===== src/rtl/sync_fifo_param.sv =====
// Parametrised single-clock FIFO with occupancy count, almost-full/empty flags and sticky errors.
// Define SYNC_FIFO_FWFT_EN for first-word fall-through reads; otherwise reads have 1-cycle latency.
module sync_fifo_param #(
  parameter int DATA_W    = 8,
  parameter int DEPTH     = 8,
  parameter int AF_THRESH = 6,
  parameter int AE_THRESH = 2
) (
  input  logic                       clk,
  input  logic                       rst,
  input  logic [DATA_W-1:0]          data_in,
  input  logic                       write_enable,
  input  logic                       read_enable,
  input  logic                       clear_err,
  output logic [DATA_W-1:0]          data_out,
  output logic                       data_valid,
  output logic                       full,
  output logic                       empty,
  output logic                       almost_full,
  output logic                       almost_empty,
  output logic [$clog2(DEPTH):0]     count,
  output logic                       overflow,
  output logic                       underflow
);

  localparam int AW = $clog2(DEPTH);
  localparam int PW = AW + 1;
  localparam logic [PW-1:0] PTR_ONE = PW'(1);
  localparam logic [PW-1:0] AF_LVL  = PW'(AF_THRESH);
  localparam logic [PW-1:0] AE_LVL  = PW'(AE_THRESH);

  logic [DATA_W-1:0] mem_q [DEPTH];

  logic [PW-1:0]     wptr_q, wptr_d;
  logic [PW-1:0]     rptr_q, rptr_d;
  logic [PW-1:0]     count_q, count_d;
  logic [DATA_W-1:0] data_out_q, data_out_d;
  logic              overflow_q, overflow_d;
  logic              underflow_q, underflow_d;
`ifndef SYNC_FIFO_FWFT_EN
  logic              data_valid_q, data_valid_d;
`endif

  logic [AW-1:0] waddr, raddr;
  logic          empty_c, full_c, wr_ok, rd_ok;

  // Handshake: a read is accepted whenever the FIFO holds data; a write is accepted
  // when there is space or when a same-cycle accepted read frees a slot. Rejected
  // requests leave pointers, count, memory and data_out untouched and set a sticky error.
  always_comb begin
    waddr   = wptr_q[AW-1:0];
    raddr   = rptr_q[AW-1:0];
    empty_c = (wptr_q == rptr_q);
    full_c  = (waddr == raddr) && (wptr_q[AW] != rptr_q[AW]);
    rd_ok   = read_enable & ~empty_c;
    wr_ok   = write_enable & (~full_c | rd_ok);

    wptr_d = wr_ok ? (wptr_q + PTR_ONE) : wptr_q;
    rptr_d = rd_ok ? (rptr_q + PTR_ONE) : rptr_q;

    count_d = count_q;
    case ({wr_ok, rd_ok})
      2'b10:   count_d = count_q + PTR_ONE;
      2'b01:   count_d = count_q - PTR_ONE;
      default: count_d = count_q;
    endcase

    // In both read modes data_out_q captures the popped word, so it also serves
    // as the "last popped value" shown by fall-through mode when empty.
    data_out_d = rd_ok ? mem_q[raddr] : data_out_q;

    // A new error in the same cycle as clear_err keeps the flag set.
    overflow_d  = (clear_err ? 1'b0 : overflow_q)  | (write_enable & ~wr_ok);
    underflow_d = (clear_err ? 1'b0 : underflow_q) | (read_enable & ~rd_ok);
`ifndef SYNC_FIFO_FWFT_EN
    data_valid_d = rd_ok;
`endif
  end

  always_ff @(posedge clk or posedge rst) begin
    if (rst) begin
      wptr_q       <= '0;
      rptr_q       <= '0;
      count_q      <= '0;
      data_out_q   <= '0;
      overflow_q   <= 1'b0;
      underflow_q  <= 1'b0;
`ifndef SYNC_FIFO_FWFT_EN
      data_valid_q <= 1'b0;
`endif
    end else begin
      wptr_q       <= wptr_d;
      rptr_q       <= rptr_d;
      count_q      <= count_d;
      data_out_q   <= data_out_d;
      overflow_q   <= overflow_d;
      underflow_q  <= underflow_d;
`ifndef SYNC_FIFO_FWFT_EN
      data_valid_q <= data_valid_d;
`endif
    end
  end

  // Storage is deliberately not reset.
  always_ff @(posedge clk) begin
    if (wr_ok) mem_q[waddr] <= data_in;
  end

`ifdef SYNC_FIFO_FWFT_EN
  assign data_out   = empty_c ? data_out_q : mem_q[raddr];
  assign data_valid = ~empty_c;
`else
  assign data_out   = data_out_q;
  assign data_valid = data_valid_q;
`endif

  assign full         = full_c;
  assign empty        = empty_c;
  assign almost_full  = (count_q >= AF_LVL);
  assign almost_empty = (count_q <= AE_LVL);
  assign count        = count_q;
  assign overflow     = overflow_q;
  assign underflow    = underflow_q;

endmodule


===== config.mk =====
export PLATFORM = sky130hd
export DESIGN_NAME = sync_fifo_param
export DESIGN_NICKNAME = d
export VERILOG_FILES = /design/src/rtl/sync_fifo_param.sv
export SDC_FILE = /design/constraint.sdc
export NUM_CORES = 1
export LEC_CHECK = 0
export CAP_MARGIN = 5
export CORE_ASPECT_RATIO = 1.5
export CORE_MARGIN = 2
export CORE_UTILIZATION = 30
export DETAILED_ROUTE_END_ITERATION = 8
export GPL_ROUTABILITY_DRIVEN = 0
export HOLD_SLACK_MARGIN = 0.02
export PLACE_DENSITY = 0.53
export SLEW_MARGIN = 20
export SYNTH_ARGS = -nofsm -noshare
export SYNTH_HDL_FRONTEND = slang
export SYNTH_SLANG_ARGS = --single-unit

===== constraint.sdc =====
create_clock -name clk -period 3.6 [get_ports clk]
set_clock_uncertainty 0.15 [all_clocks]
set_input_delay 0.36 -clock clk [delete_from_list [all_inputs] [get_ports clk]]
set_output_delay 0.36 -clock clk [all_outputs]
set_load 0.005 [all_outputs]

# Word level (Yosys, flattened, before mapping)
# Memories as Yosys holds them, arrays and structs flattened. A register that Yosys moved wholly into a read port is not among the register bits.
# Cells that the tools add are included.
[word_totals]
ff_bits = 15
ram_bits = 64
wordCells = 36
output_inout_bits = 19
mem_count = 1
[op_classes]
bitwise_logic = 11
magnitude_cmp = 2
add_sub_neg = 4
reduce_logical = 2
n_eq_ne = 5
mux = 5
[mem_list]
columns = ["memory", "words", "width", "read_ports", "rd_ports_with_merged_regs", "write_ports", "line_no", "text"]
rows = [
  ["mem_q", 8, 8, 1, 1, 1, "32", "logic [DATA_W-1:0] mem_q [DEPTH];"],
]
[op_table]
columns = ["cell", "count"]
rows = [
  ["adder 4 x 1 -> 4 bit (second input constant)", 3],
  ["one-hot mux 4 bit (2 select lines)", 1],
  ["AND 1 bit", 4],
  ["equality test 4 bit", 1],
  ["greater-or-equal comparator 4 x 3 -> 1 bit (second input constant)", 1],
  ["<= comparator 4 x 2 -> 1 bit (second input constant)", 1],
  ["two-way mux 1 bit", 4],
  ["inverter 1 bit", 4],
  ["subtractor 4 x 1 -> 4 bit (second input constant)", 1],
  ["equality test 3 bit", 1],
  ["bitwise OR 1 bit", 3],
  ["equality test 2 x 1 -> 1 bit (second input constant)", 1],
  ["equality test 2 bit (second input constant)", 1],
  ["nonzero test 2 bit", 1],
  ["logical AND 1 bit", 1],
  ["inequality test 1 bit", 1],
]

# Longest topological paths before layout
[logic_depth]
ltp_word = 8
mapped_depth = 11
ltp_nobuf = 9

# Least setup slack after synthesis
# OpenSTA, ideal clock, no wires.
[synth_path]
kind = "register to register"
startpoint = "register rptr_q[0]"
endpoint = "register count_q[3] (netlist: count[3])"
stages_incl_launch_ff = 12
setup_slack_ns = 0.666
arrival_time_ns = 2.658
period_less_slack_ns = 2.934
t_required_ns = 3.324
cell_sequence = "dfrtp_1 -> buf_6 -> xnor2_2 -> a41o_1 -> buf_2 -> inv_1 -> ha_1 -> ha_1 -> a21o_1 -> a2111oi_0 -> a31oi_1 -> a311o_1"
[synth_between]
elab_chain_cells = 7
elab_cells_between_ends = 12
classes_between = "eq/ne: 4; mux: 1; bitwise: 5; reduce/logical: 2"
[synth_rtl]
columns = ["item", "line_no", "text"]
rows = [
  ["from (decl)", "35", "logic [PW-1:0] rptr_q, rptr_d;"],
  ["from (signal assigned)", "93", "rptr_q <= rptr_d;"],
  ["equality test 4 bit (*)", "53", "empty_c = (wptr_q == rptr_q);"],
  ["inverter 1 bit (*)", "55", "rd_ok = read_enable & ~empty_c;"],
  ["AND 1 bit (*)", "55", ""],
  ["named net data_valid_d", "41", "logic data_valid_q, data_valid_d;"],
  ["bitwise OR 1 bit", "56", "wr_ok = write_enable & (~full_c | rd_ok);"],
  ["AND 1 bit", "56", ""],
  ["equality test 2 x 1 -> 1 bit / equality test 2 bit (equally long branches)", "62", "case ({wr_ok, rd_ok})"],
  ["one-hot mux 4 bit (2 select lines) / nonzero test 2 bit (equally long branches)", "-", ""],
  ["to (signal assigned)", "94", "count_q <= count_d;"],
  ["to (decl)", "36", "logic [PW-1:0] count_q, count_d;"],
]
# Mark *: on every way through the listed nets, which the timed path passes. The rest lies on a longest branch.
# A chain may end at the register's enable or synchronous reset.

# Final worst setup path
[layout_path]
startpoint = "register wptr_q[0]"
endpoint = "register count_q[3] (netlist: count[3])"
[layout_between]
elab_chain_cells = 7
elab_cells_between_ends = 12
classes_between = "eq/ne: 4; mux: 1; bitwise: 5; reduce/logical: 2"
[layout_rtl]
columns = ["item", "line_no", "text"]
rows = [
  ["from (decl)", "34", "logic [PW-1:0] wptr_q, wptr_d;"],
  ["from (signal assigned)", "92", "wptr_q <= wptr_d;"],
  ["equality test 4 bit / equality test 3 bit (equally long branches)", "53, 54", ""],
  ["inverter 1 bit / logical AND 1 bit (equally long branches)", "55, 54", ""],
  ["AND 1 bit / inverter 1 bit (equally long branches)", "55, 56", ""],
  ["bitwise OR 1 bit", "56", ""],
  ["AND 1 bit", "56", ""],
  ["equality test 2 x 1 -> 1 bit / equality test 2 bit (equally long branches)", "62", ""],
  ["one-hot mux 4 bit (2 select lines) / nonzero test 2 bit (equally long branches)", "-", ""],
]
# Several ways; a longest one is shown, not always the timed one.

==> results.toml <==
[timing]
finalHoldViolCount = 0
tightest_slew_ns = 0.564
fmax_ghz = 0.324
finalCritPeriodShare = 0.858
finalSetupTns_ns = 0
slew_violations = 0
rsz0062_at_grt = "no"
period_minus_slack_ns = 3.09
slew_headroom = 0.623
setup_viol_count_final = 0

[setup_path]
crit_family = "compound AO/OA/AOI/OAI gates"
cp_common_cell = "ha_1"
crit_path_max_incr_delay_ns = 0.51
cpMaxStageDelayCell = "dfrtp_1"
start_kind = "flop"
cp.arrival_ns = 3.17
crit_path_start = "wptr_q[0]$_DFFE_PP0P_"
cp.required_ns = 3.68
r2r_cells = 9
reg2reg_from = "wptr_q[0]$_DFFE_PP0P_"
critical_path_class = "flop to flop"
worstSetupEndpointType = "flop"
timing.rr.end = "count[3]$_DFFE_PP0P_"
worstPathMaxFanout = 9
r2r_slack_ns = 0.51
crit_chain = "xnor2_2 -> nand4_2 -> o21ai_4 -> ha_1 -> ha_1 -> a21o_1 -> a2111oi_0 -> a31oi_1 -> a311o_1"
critPathBufInv = 0

[global_routing]
antenna_found_initial = 0
grt_usage = 0.122
grt_pass1_vias = 2040
grt_max_degree = 24
grt_pass1_wl_um = 11400
overflow = 0

[cts]
cts_tree = "built"
cts_resized = 0
cts.hold.buffers_added = 0
cts.sinks = 87
cts-root-buf = "clkbuf_16"
clock_latency_ns = 0.34
postCtsSetupRepairBufs = 0
htreeDepth = 3
clk_pin_slew_ns = 0.07
cts-buffers-inserted = 9
clockBufferDepth = 2

[drt]
viasPerCell = 4.69
first_pass_iters = 4
num_vias = 1910
drt_iter0_drc = 91
routed_wl_um = 7220
ant_nets = 0
drc_errors = 0
routedWlPerCell_um = 17.7

[power_and_ir_drop]
internal_power_w = 0.00257
swShare = 0.313
clockPowerShare = 0.253
combPwrFrac = 0.347
power_frac_seq = 0.400
powerDensity_nw_per_um2 = 842
ir_drop_mv = 0.271
switchingPower_w = 0.00117
leakage_nw = 1.62

[floorplan]
row_count = 49
die_y_um = 139
fp.dieW_um = 93.8
start_util = 0.305
ios = 32
core_area_um2 = 11900
dieArea_um2 = 13000

[run_status]
status = "completed"

[yosys]
synthTopCellsByArea = "edfxtp_1 53%, dfrtp_1 16%, mux4_2 9.3%"
synth_area_um2 = 3630
syn-num-nets = 226
synth.most_common_cell = "edfxtp_1"
ys_seq_elements = 87
yosys_warnings = 0
synth_edf_count = 64
post-synth-top-area-fraction = 0.529
synth_area_leader_cell = "edfxtp_1"
synth_commonest_cells = "64 x edfxtp_1, 23 x dfrtp_1, 15 x mux4_2"
synthDistinctLibCells = 43
ys_seq_area_frac = 0.688
synthCells = 207
synthArstFlopShare = 0.264
avgSynthCellArea_um2 = 17.5
ys.flop_type = "edfxtp_1"

[min_path]
hold_path_class = "primary input to async pin"

[finish]
area_growth_pct = 22.4
n_antenna_cell = 0
drive_above_1_share = 0.201
fin_nets = 268
instances_no_fill = 407
fillCellCount = 1135

[placed_design]
io_buffers = 31
dp_hpwl_um = 4500
placedCellCount = 391

[job]
max_cap_violations = 0
==> worst max path at each step <==
stage                            to  slack [ns]  cells after the start
6_report       count[3]$_DFFE_PP0P_        0.51                      9
5_1_grt        count[3]$_DFFE_PP0P_        0.34                      9
4_1_cts        count[3]$_DFFE_PP0P_        0.51                      9
3_5_place_dp   count[3]$_DFFE_PP0P_        0.49                     10
3_3_place_gp   count[3]$_DFFE_PP0P_        0.55                     10
2_1_floorplan  count[3]$_DFFE_PP0P_        0.67                     11
==> stage by stage <==
| step | area (um2) | setup slack (ns) | hold WS [ns] | total power, W | utilization |
|---|---|---|---|---|---|
| CTS | 4450 | 0.515 | 0.342 | 0.00381 | 0.374 |
| detailed placement | 4140 | 0.494 | 0.326 | 0.00285 | 0.348 |
| finish | 4450 | 0.512 | 0.238 | 0.00374 | 0.374 |
| floorplan | 3630 | 0.666 | 0.212 | 0.00239 | - |
| global route | 4450 | 0.343 | 0.307 | 0.00397 | 0.374 |
| global placement | 4140 | 0.550 | 0.320 | 0.00283 | 0.348 |
==> power by group through the flow <==
stage	clock network, W	logic, W	registers (W)
after global placement	0	0.00132	0.00151
after global routing	0.00101	0.00143	0.00153
after CTS	0.000970	0.00134	0.00151
final	0.000947	0.00130	0.00150
after floorplan	0	0.000934	0.00145
after detailed placement	0	0.00133	0.00152
==> final cells by class <==
class / instances / area [um2] / share of cell area
clock buffers: 10 / 229 / 0.0515
multi-input cells: 99 / 1020 / 0.230
repair buffers: 42 / 393 / 0.0884
clock inverters: 6 / 75.1 / 0.0169
inverters: 10 / 37.5 / 0.00844
well taps: 153 / 191 / 0.0431
flip-flops and latches: 87 / 2500 / 0.562
==> placed cells by master, fill, tap and decap left out, types with 2 or more instances in the layout <==
master,Yosys,layout
clkdlybuf4s50_1,0,31
o21ai_0,2,2
inv_6,0,3
nand3_1,2,2
a21o_1,2,2
xnor2_1,6,6
inv_1,10,9
xnor2_2,3,3
mux4_2,15,15
dfrtp_1,23,23
buf_4,1,11
clkbuf_16,0,9
nand2_1,10,10
nand2b_1,2,2
o211ai_1,3,3
nor3_1,4,4
nor2_1,5,5
xor2_1,4,4
o21ai_1,7,7
ha_1,5,5
mux2i_1,9,9
edfxtp_1,64,64
==> flip-flops by register name, indices dropped and copies added, names as in the netlist <==
name,cells
mem_q,64
underflow,1
data_out,8
rptr_q,4
data_valid,1
wptr_q,4
overflow,1
count,4
==> kinds of logic after synthesis <==
kind of cell / synth area share
compound gates: 0.0455
xor+xnor: 0.0375
fa+ha+maj: 0.0227
buf+inv: 0.0324
flops: 0.688
mux: 0.132
simple gates: 0.0420
==> layer usage <==
layer  track usage  vias up  part of all wire
met1         0.142      981              0.41
met2         0.209       33              0.54
met3        0.0212       12             0.034
li1              -      884                 -
met5             0        -                 0
met4        0.0648        0             0.024
Power figures use the tool's default switching activity.
